[src/rtl/lcd_cmd_sequencer.sv]
// lcd_cmd_sequencer
// Walks a script of 4-bit opcodes held in a synchronous command ROM and hands
// each one to the LCD image controller under its busy handshake. Every run
// ends with a Write (opcode 0), either from the ROM or issued implicitly after
// the last entry, and then waits for the controller's done.
//
// Ports
//   clk          rising-edge clock
//   reset        asynchronous, active-high reset
//   start        one-cycle pulse, begins a run (only honoured when idle)
//   rom_q        ROM data, valid the cycle after rom_rd
//   rom_rd       ROM read enable
//   rom_a        ROM address
//   cmd          opcode to the controller
//   cmd_valid    one-cycle opcode strobe to the controller
//   lcd_busy     controller busy
//   lcd_done     controller done
//   seq_busy     run in progress
//   seq_done     run finished, held until the next start
//   err          sticky, an illegal opcode (12..15) was seen this run
//   issued_cnt   commands issued this run (saturating), final Write included
module lcd_cmd_sequencer #(
    parameter int AW          = 5,
    parameter int CMD_DEPTH   = 32,
    parameter int ACK_TIMEOUT = 15
) (
    input  logic          clk,
    input  logic          reset,
    input  logic          start,
    input  logic [3:0]    rom_q,
    output logic          rom_rd,
    output logic [AW-1:0] rom_a,
    output logic [3:0]    cmd,
    output logic          cmd_valid,
    input  logic          lcd_busy,
    input  logic          lcd_done,
    output logic          seq_busy,
    output logic          seq_done,
    output logic          err,
    output logic [AW:0]   issued_cnt
);

    localparam int ACK_W = (ACK_TIMEOUT > 1) ? $clog2(ACK_TIMEOUT) : 1;
    localparam logic [AW-1:0]  LAST_ADDR = AW'(CMD_DEPTH - 1);
    localparam logic [ACK_W-1:0] ACK_LAST = ACK_W'(ACK_TIMEOUT - 1);

    typedef enum logic [3:0] {
        S_IDLE,
        S_READY,
        S_FETCH,
        S_LATCH,
        S_ISSUE,
        S_ACK,
        S_RELEASE,
        S_NEXT,
        S_WAIT_DONE,
        S_FINISH
    } state_t;

    state_t           state_q, state_d;
    logic [AW-1:0]    rom_a_q, rom_a_d;
    logic [3:0]       cmd_q, cmd_d;
    logic             seq_busy_q, seq_busy_d;
    logic             seq_done_q, seq_done_d;
    logic             err_q, err_d;
    logic [AW:0]      cnt_q, cnt_d;
    logic [ACK_W-1:0] ack_cnt_q, ack_cnt_d;

    always_ff @(posedge clk or posedge reset) begin
        if (reset) begin
            state_q    <= S_IDLE;
            rom_a_q    <= '0;
            cmd_q      <= '0;
            seq_busy_q <= 1'b0;
            seq_done_q <= 1'b0;
            err_q      <= 1'b0;
            cnt_q      <= '0;
            ack_cnt_q  <= '0;
        end else begin
            state_q    <= state_d;
            rom_a_q    <= rom_a_d;
            cmd_q      <= cmd_d;
            seq_busy_q <= seq_busy_d;
            seq_done_q <= seq_done_d;
            err_q      <= err_d;
            cnt_q      <= cnt_d;
            ack_cnt_q  <= ack_cnt_d;
        end
    end

    always_comb begin
        state_d    = state_q;
        rom_a_d    = rom_a_q;
        cmd_d      = cmd_q;
        seq_busy_d = seq_busy_q;
        seq_done_d = seq_done_q;
        err_d      = err_q;
        cnt_d      = cnt_q;
        ack_cnt_d  = ack_cnt_q;
        rom_rd     = 1'b0;
        cmd_valid  = 1'b0;

        case (state_q)
            S_IDLE: begin
                if (start) begin
                    err_d      = 1'b0;
                    cnt_d      = '0;
                    seq_done_d = 1'b0;
                    seq_busy_d = 1'b1;
                    rom_a_d    = '0;
                    state_d    = S_READY;
                end
            end
            // Controller may still be loading its initial image.
            S_READY: begin
                if (!lcd_busy) state_d = S_FETCH;
            end
            S_FETCH: begin
                rom_rd  = 1'b1;
                state_d = S_LATCH;
            end
            // Illegal opcodes are dropped without touching cmd, so cmd only
            // ever carries opcodes the controller may legitimately see.
            S_LATCH: begin
                if (rom_q[3] && rom_q[2]) begin
                    err_d   = 1'b1;
                    state_d = S_NEXT;
                end else begin
                    cmd_d   = rom_q;
                    state_d = S_ISSUE;
                end
            end
            // Strobe is only raised while the controller is free; leaving the
            // state in the same cycle guarantees a single-cycle pulse.
            S_ISSUE: begin
                if (!lcd_busy) begin
                    cmd_valid = 1'b1;
                    if (cnt_q != '1) cnt_d = cnt_q + 1'b1;
                    ack_cnt_d = '0;
                    state_d   = (cmd_q == 4'd0) ? S_WAIT_DONE : S_ACK;
                end
            end
            // A controller that never raises busy is treated as having
            // accepted the command once the timeout runs out.
            S_ACK: begin
                if (lcd_busy) begin
                    state_d = S_RELEASE;
                end else if (ack_cnt_q == ACK_LAST) begin
                    state_d = S_NEXT;
                end else begin
                    ack_cnt_d = ack_cnt_q + 1'b1;
                end
            end
            S_RELEASE: begin
                if (!lcd_busy) state_d = S_NEXT;
            end
            // Running off the end of the ROM without a Write issues one.
            S_NEXT: begin
                if (rom_a_q == LAST_ADDR) begin
                    cmd_d   = 4'd0;
                    state_d = S_ISSUE;
                end else begin
                    rom_a_d = rom_a_q + 1'b1;
                    state_d = S_FETCH;
                end
            end
            S_WAIT_DONE: begin
                if (lcd_done) begin
                    seq_busy_d = 1'b0;
                    seq_done_d = 1'b1;
                    state_d    = S_FINISH;
                end
            end
            S_FINISH: begin
                state_d = S_IDLE;
            end
            default: begin
                state_d = S_IDLE;
            end
        endcase
    end

    assign rom_a      = rom_a_q;
    assign cmd        = cmd_q;
    assign seq_busy   = seq_busy_q;
    assign seq_done   = seq_done_q;
    assign err        = err_q;
    assign issued_cnt = cnt_q;

endmodule
[config.mk]
export PLATFORM = sky130hd
export DESIGN_NAME = lcd_cmd_sequencer
export DESIGN_NICKNAME = d
export VERILOG_FILES = /design/src/rtl/lcd_cmd_sequencer.sv
export SDC_FILE = /design/constraint.sdc
export NUM_CORES = 1
export LEC_CHECK = 0
export CAP_MARGIN = 20
export CORE_ASPECT_RATIO = 1.4
export CORE_MARGIN = 1
export CORE_UTILIZATION = 48
export CTS_BUF_LIST = sky130_fd_sc_hd__clkbuf_4 sky130_fd_sc_hd__clkbuf_8
export CTS_CLUSTER_DIAMETER = 50
export DETAILED_ROUTE_END_ITERATION = 10
export PLACE_DENSITY_LB_ADDON = 0.3
export REMOVE_ABC_BUFFERS = 1
export SLEW_MARGIN = 0
export SYNTH_ARGS = -nofsm -noshare
export SYNTH_HDL_FRONTEND = slang
export SYNTH_SLANG_ARGS = --single-unit
[constraint.sdc]
create_clock -name clk -period 2 [get_ports clk]
set_clock_uncertainty 0.2 [all_clocks]
set_input_delay 0.4 -clock clk [delete_from_list [all_inputs] [get_ports clk]]
set_output_delay 0.4 -clock clk [all_outputs]
set_load 0.01 [all_outputs]
==> impl_metrics.py, run 1 <==
metrics = {
    "clock_network": {
        "cts.sinks": 26,
        "root_buffer": "clkbuf_8",
        "cts_tree": "built",
        "cts_hold_buf": 0,
        "clk_path_buf_depth": 2,
        "clkTransAtPathRegs_ns": 0.09,
        "cts_buffers": 3,
        "clk_latency_ns": 0.27,
        "h-tree-depth": 1,
    },
    "place": {
        "numPortBuffers": 28,
        "detailed_place.area_um2": 1960,
        "dp.cells": 238,
        "gp_congestion": 0.826,
        "dp_hpwl_um": 2750,
    },
    "die": {
        "dieArea_um2": 3330,
        "core_um2": 2910,
        "initial_utilization_pct": 51.2,
        "io_pins": 29,
        "dieHeight_um": 67.9,
        "die_w_um": 49.1,
        "rows": 23,
    },
    "global_route": {
        "grt_overflow": 0,
        "antenna_found_initial": 0,
        "track_usage_pct": 25.3,
        "grt_pass1_vias": 1479,
        "grt_start_max_net_pins": 27,
        "grt_pass1_wl_um": 6370,
    },
    "synthesis": {
        "ys_async_sr_fraction_pct": 100,
        "synth_area_leaders": "dfrtp_1 (44%), ha_1 (4.2%), mux2i_1 (4.0%)",
        "synth_top_flop_cell": "dfrtp_1",
        "ys_warn_count": 0,
        "synthCells": 155,
        "ys_ff_latch": 26,
        "synthesis.area_um2": 1490,
        "avgSynthCellArea_um2": 9.60,
        "ys_seq_area_share_pct": 43.7,
        "yosysUniqueCellTypes": 46,
        "synth-edff-count": 0,
        "synth_top_area_share_pct": 43.7,
        "yosysTopAreaCell": "dfrtp_1",
    },
    "setup_path": {
        "path_max_fanout": 4,
        "r2r_slack_ns": 0.07,
        "setup.worst_path.class": "in2reg",
        "reg2reg_depth": 7,
        "r2r-end": "rom_a[0]$_DFFE_PP0P_",
        "arrival_ns": 1.95,
        "timing.rr.start": "rom_a[0]$_DFFE_PP0P_",
        "end_kind": "flip-flop",
        "cp.required_ns": 2.01,
        "start_kind": "primary input",
    },
    "outcome": {
        "outcome": "finished clean",
    },
    "finish": {
        "fin_cells": 244,
        "drive_gt1_share_pct": 21.3,
        "design_area_um2": 2090,
        "antenna_cells": 0,
        "fillers": 212,
        "areaGrowthSynthToFinish_pct": 40.7,
        "multiInputGateArea_um2": 821,
        "nNetsFinal": 222,
        "seq_area_um2": 651,
    },
    "timing": {
        "setup_tns_ns": 0,
        "relSlewSlack_pct": 56.9,
        "slew_viol_final": 0,
        "min_period_ns": 1.94,
        "setup_violations": 0,
        "worst_pin_slew_ns": 0.640,
        "post-route-period-util_pct": 97.2,
        "rsz0062_at_grt": "true",
        "hold_viol": 0,
        "fmax_mhz": 514,
        "holdWs_ns": 0.282,
    },
    "worst_hold_path": {
        "worstHoldPathType": "in2async",
    },
    "pwr": {
        "powerDensity_nw_per_um2": 1300,
        "peakVddDrop_v": 0.00103,
        "finalPower_mw": 2.73,
        "leakage_nw": 0.983,
    },
    "drt": {
        "antenna_left": 0,
        "drt_pass1_iterations": 4,
        "routed_via_density": 5.76,
        "drt_wl_total_um": 3670,
        "vias": 1406,
        "drtIter0Drc": 25,
        "drc": 0,
        "wl_per_cell_um": 15.0,
    },
    "job": {
        "max_cap_viol_count": 0,
    },
}
## worst max-delay path by stage
stage,startpoint,end,slack [ns],depth (start not counted)
after floorplan,rom_a[0]$_DFFE_PP0P_,cmd[0]$_DFFE_PP0P_,0.04,7
after global placement,lcd_busy,cmd_valid,-0.25,4
after detailed placement,lcd_busy,issued_cnt[5]$_DFFE_PP0P_,-0.32,7
after CTS,state_q[1]$_DFFE_PP0P_,rom_rd,0.02,4
after global routing,state_q[3]$_DFFE_PP0P_,cmd_valid,-0.02,4
final,lcd_busy,issued_cnt[5]$_DFFE_PP0P_,0.06,7
## cell type report
cell class	count	share of cell area (%)
Clock buffer	3	1.97
Clock inverter	1	1.43
Inverter	10	1.79
Multi-Input combinational cell	114	39.2
Sequential cell	26	31.1
Tap cell	37	2.21
Timing Repair Buffer	53	22.3
## where the power goes
group / switching (mW) / leakage, nW / internal (mW) / total, mW
Combinational: 0.719 / 0.614 / 0.750 / 1.47
Clock: 0.165 / 0.0357 / 0.268 / 0.433
Sequential: 0.136 / 0.334 / 0.693 / 0.829
Total: 1.02 / 0.983 / 1.71 / 2.73
## Yosys cell counts, drive strengths merged, types with 4 or more instances
cell	instances
inv	10
nor3	4
nand3	8
dfrtp	26
nand2b	6
nor2	10
a21oi	4
mux2i	6
o21ai	8
nand2	13
ha	5
nor2b	5
## metal layers
layer / track usage, % / wire, um
met2: 50.2 / 2000
met4: 16.2 / 138
met3: 3.33 / 102
met5: 0 / 0
met1: 24.5 / 1430
## registers in the layout (all words and copies together) (netlist names)
| name | flops |
|---|---|
| ack_cnt_q | 4 |
| cmd | 4 |
| err | 1 |
| issued_cnt | 6 |
| rom_a | 5 |
| seq_busy | 1 |
| seq_done | 1 |
| state_q | 4 |
## stage by stage
stage | setup WS, ns | utilization [%]
finish | 0.0563 | 72.0
global route | -0.0182 | 72.0
CTS | 0.0232 | 70.0
detailed placement | -0.321 | 67.3
global placement | -0.253 | 67.3
floorplan | 0.0426 | -
## placed cells by master (no fill, tap or decap), drive strengths merged, types with 4 or more instances in the layout
cell type      instances
nor2b                  5
mux2i                  6
buf                   26
dfrtp                 26
o21ai                  8
ha                     5
a21oi                  4
nand2b                 6
inv                   10
clkdlybuf4s50         26
nor3                   4
nand3                  8
nor2                  10
nand2                 13
## worst max-delay path, cell delays in order
cell and delay (ns):
clkdlybuf4s50_1 0.44, buf_4 0.16, nor2b_1 0.13, o211ai_2 0.13
buf_4 0.18, o41ai_4 0.32, a22o_1 0.18
## kinds of logic (layout without fill, tap and decap cells)
logic type                 Yosys count  after routing  synth area share (%)
AOI/OAI and AO/OA                   31             31                  14.6
xor gates and xnor gates             4              4                  2.36
adders and majority gates            5              5                  4.21
buffers and inverters               15             67                  4.63
DFF                                 26             26                  43.7
muxes                                7              7                  4.79
and+or+nand+nor                     67             67                  25.7
## timing repair
item,4_1_cts,5_1_grt
hold endpoints to repair,0,0
pin swaps,1,2
resized for setup,6,11
setup buffers,1,1
endpoints found under the setup margin,3,10
Power figures use the tool's default switching activity.
==> inputs of run 2 (changes only) <==
- HOLD_SLACK_MARGIN: unset -> 0.08
- RECOVER_POWER: unset -> 100
==> impl_metrics.py, run 2 (synthesis results as in run 1) <==
metrics = {
    "setup_path": {
        "max_stage_delay_ns": 0.39,
        "crit_chain": "ha_1 -> and3_1 -> ha_1 -> clkbuf_2 -> nor2_1 -> nor2_1 -> mux2_2",
        "end_kind": "flip-flop",
        "cp.required_ns": 1.96,
        "start_kind": "flip-flop",
        "path_max_fanout": 4,
        "arrival_ns": 1.92,
        "crit_slowest_cell": "dfrtp_1",
        "setup.worst_path.class": "reg2reg",
        "r2r_slack_ns": 0.04,
    },
    "pwr": {
        "powerDensity_nw_per_um2": 1300,
        "leakage_nw": 0.983,
        "finalPower_mw": 2.66,
        "peakVddDrop_v": 0.000989,
    },
    "finish": {
        "fin_cells": 244,
        "final_cell_mix": "dfrtp_1 (26), buf_4 (16), dlygate4sd3_1 (15)",
        "antenna_cells": 0,
        "nNetsFinal": 222,
        "fin_util_pct": 70.6,
        "drive_gt1_share_pct": 16.9,
        "largest_reg_flops": 6,
        "areaGrowthSynthToFinish_pct": 38.0,
        "final_common_cell": "dfrtp_1",
    },
    "drt": {
        "drc": 0,
        "drt_pass1_iterations": 4,
        "vias": 1431,
        "wl_per_cell_um": 15.2,
        "drtIter0Drc": 40,
        "routed_via_density": 5.86,
        "antenna_left": 0,
        "drt_wl_total_um": 3700,
    },
    "global_route": {
        "grt_start_max_net_pins": 27,
        "grt_pass1_vias": 1479,
        "track_usage_pct": 25.3,
        "antenna_found_initial": 0,
        "grt_pass1_wl_um": 6370,
        "grt_overflow": 0,
    },
    "place": {
        "gp_congestion": 0.826,
        "dp_hpwl_um": 2750,
        "numPortBuffers": 28,
        "dp.cells": 238,
    },
    "timing": {
        "setup_tns_ns": 0,
        "holdWs_ns": 0.332,
        "setup_violations": 0,
        "worst_pin_slew_ns": 0.641,
        "post-route-period-util_pct": 97.9,
        "hold_viol": 0,
        "rsz0062_at_grt": "true",
        "slew_viol_final": 0,
        "min_period_ns": 1.96,
        "relSlewSlack_pct": 56.9,
        "fmax_mhz": 511,
    },
    "die": {
        "initial_utilization_pct": 51.2,
        "die_w_um": 49.1,
        "dieHeight_um": 67.9,
        "io_pins": 29,
        "rows": 23,
        "dieArea_um2": 3330,
        "core_um2": 2910,
    },
    "clock_network": {
        "root_buffer": "clkbuf_8",
        "cts_tree": "built",
        "cts_hold_buf": 0,
        "cts_buffers": 3,
        "clk_path_buf_depth": 2,
        "clk_latency_ns": 0.27,
        "cts.sinks": 26,
        "h-tree-depth": 1,
        "clkTransAtPathRegs_ns": 0.08,
    },
    "job": {
        "max_cap_viol_count": 0,
    },
    "worst_hold_path": {
        "worstHoldPathType": "reg2reg",
    },
    "outcome": {
        "outcome": "finished clean",
    },
}
-- run 2: changes by cell type in the layout (fill, tap and decap cells not counted) --
cell	change
nor2_2	-1
nor2_1	+1
or3_4	-1
or3_1	+1
clkbuf_1	+6
clkdlybuf4s50_1	-15
clkbuf_2	+2
dlygate4sd3_1	+15
buf_4	-8
nor3b_2	-1
nor3b_1	+1
-- run 2: path summary, 6_finish.rpt --
path | start | to | cells past startpoint
min in group asynchronous | reset | cmd[0]$_DFFE_PP0P_ | 3
worst min-delay path | issued_cnt[4]$_DFFE_PP0P_ | issued_cnt[4]$_DFFE_PP0P_ | 1
worst max-delay path | rom_a[0]$_DFFE_PP0P_ | rom_a[0]$_DFFE_PP0P_ | 7
worst max register to register | rom_a[0]$_DFFE_PP0P_ | rom_a[0]$_DFFE_PP0P_ | 7
worst min register to register | issued_cnt[4]$_DFFE_PP0P_ | issued_cnt[4]$_DFFE_PP0P_ | 1
max in group asynchronous | reset | issued_cnt[3]$_DFFE_PP0P_ | 3
-- run 2: area by class of cell --
type | count | area, um^2
flip-flops and latches | 26 | 651
well taps | 37 | 46.3
inverters | 10 | 37.5
clock inverters | 1 | 30.0
repair buffers | 53 | 439
clock buffers | 3 | 41.3
fillers | 222 | 853
multi-input cells | 114 | 808
-- run 2: where the power goes --
| part | total, mW | switching (mW) | internal (mW) |
|---|---|---|---|
| combinational | 1.40 | 0.717 | 0.685 |
| sequential | 0.824 | 0.132 | 0.693 |
| clock | 0.434 | 0.166 | 0.268 |
| total | 2.66 | 1.01 | 1.65 |
-- run 2: worst max-delay path, delay by kind of cell (launching register included) --
kind,cells,cell delay (ns)
fa+ha+maj,2,0.40
mux,1,0.27
buf+inv,1,0.14
simple gates,3,0.45
flops,1,0.39
-- run 2: metrics by stage --
step	worst slack, ns	area, um^2
finish	0.0428	2050
global route	-0.0188	2050
CTS	0.0232	2040
detailed placement	-0.321	1960
global placement	-0.253	1960
floorplan	0.0426	1460
-- run 2: timing repair --
action                     CTS  global route
pin swaps                    1             2
setup buffers                1             1
setup endpoints to repair    3            10
resized for setup            6            11
-- run 2: per-layer routing --
metal | track usage (%) | up-vias | wire length [um]
met2 | 50.2 | 51 | 2010
met5 | 0 | - | 0
met1 | 24.5 | 694 | 1430
met3 | 3.33 | 19 | 116
li1 | - | 667 | -
met4 | 16.2 | 0 | 142
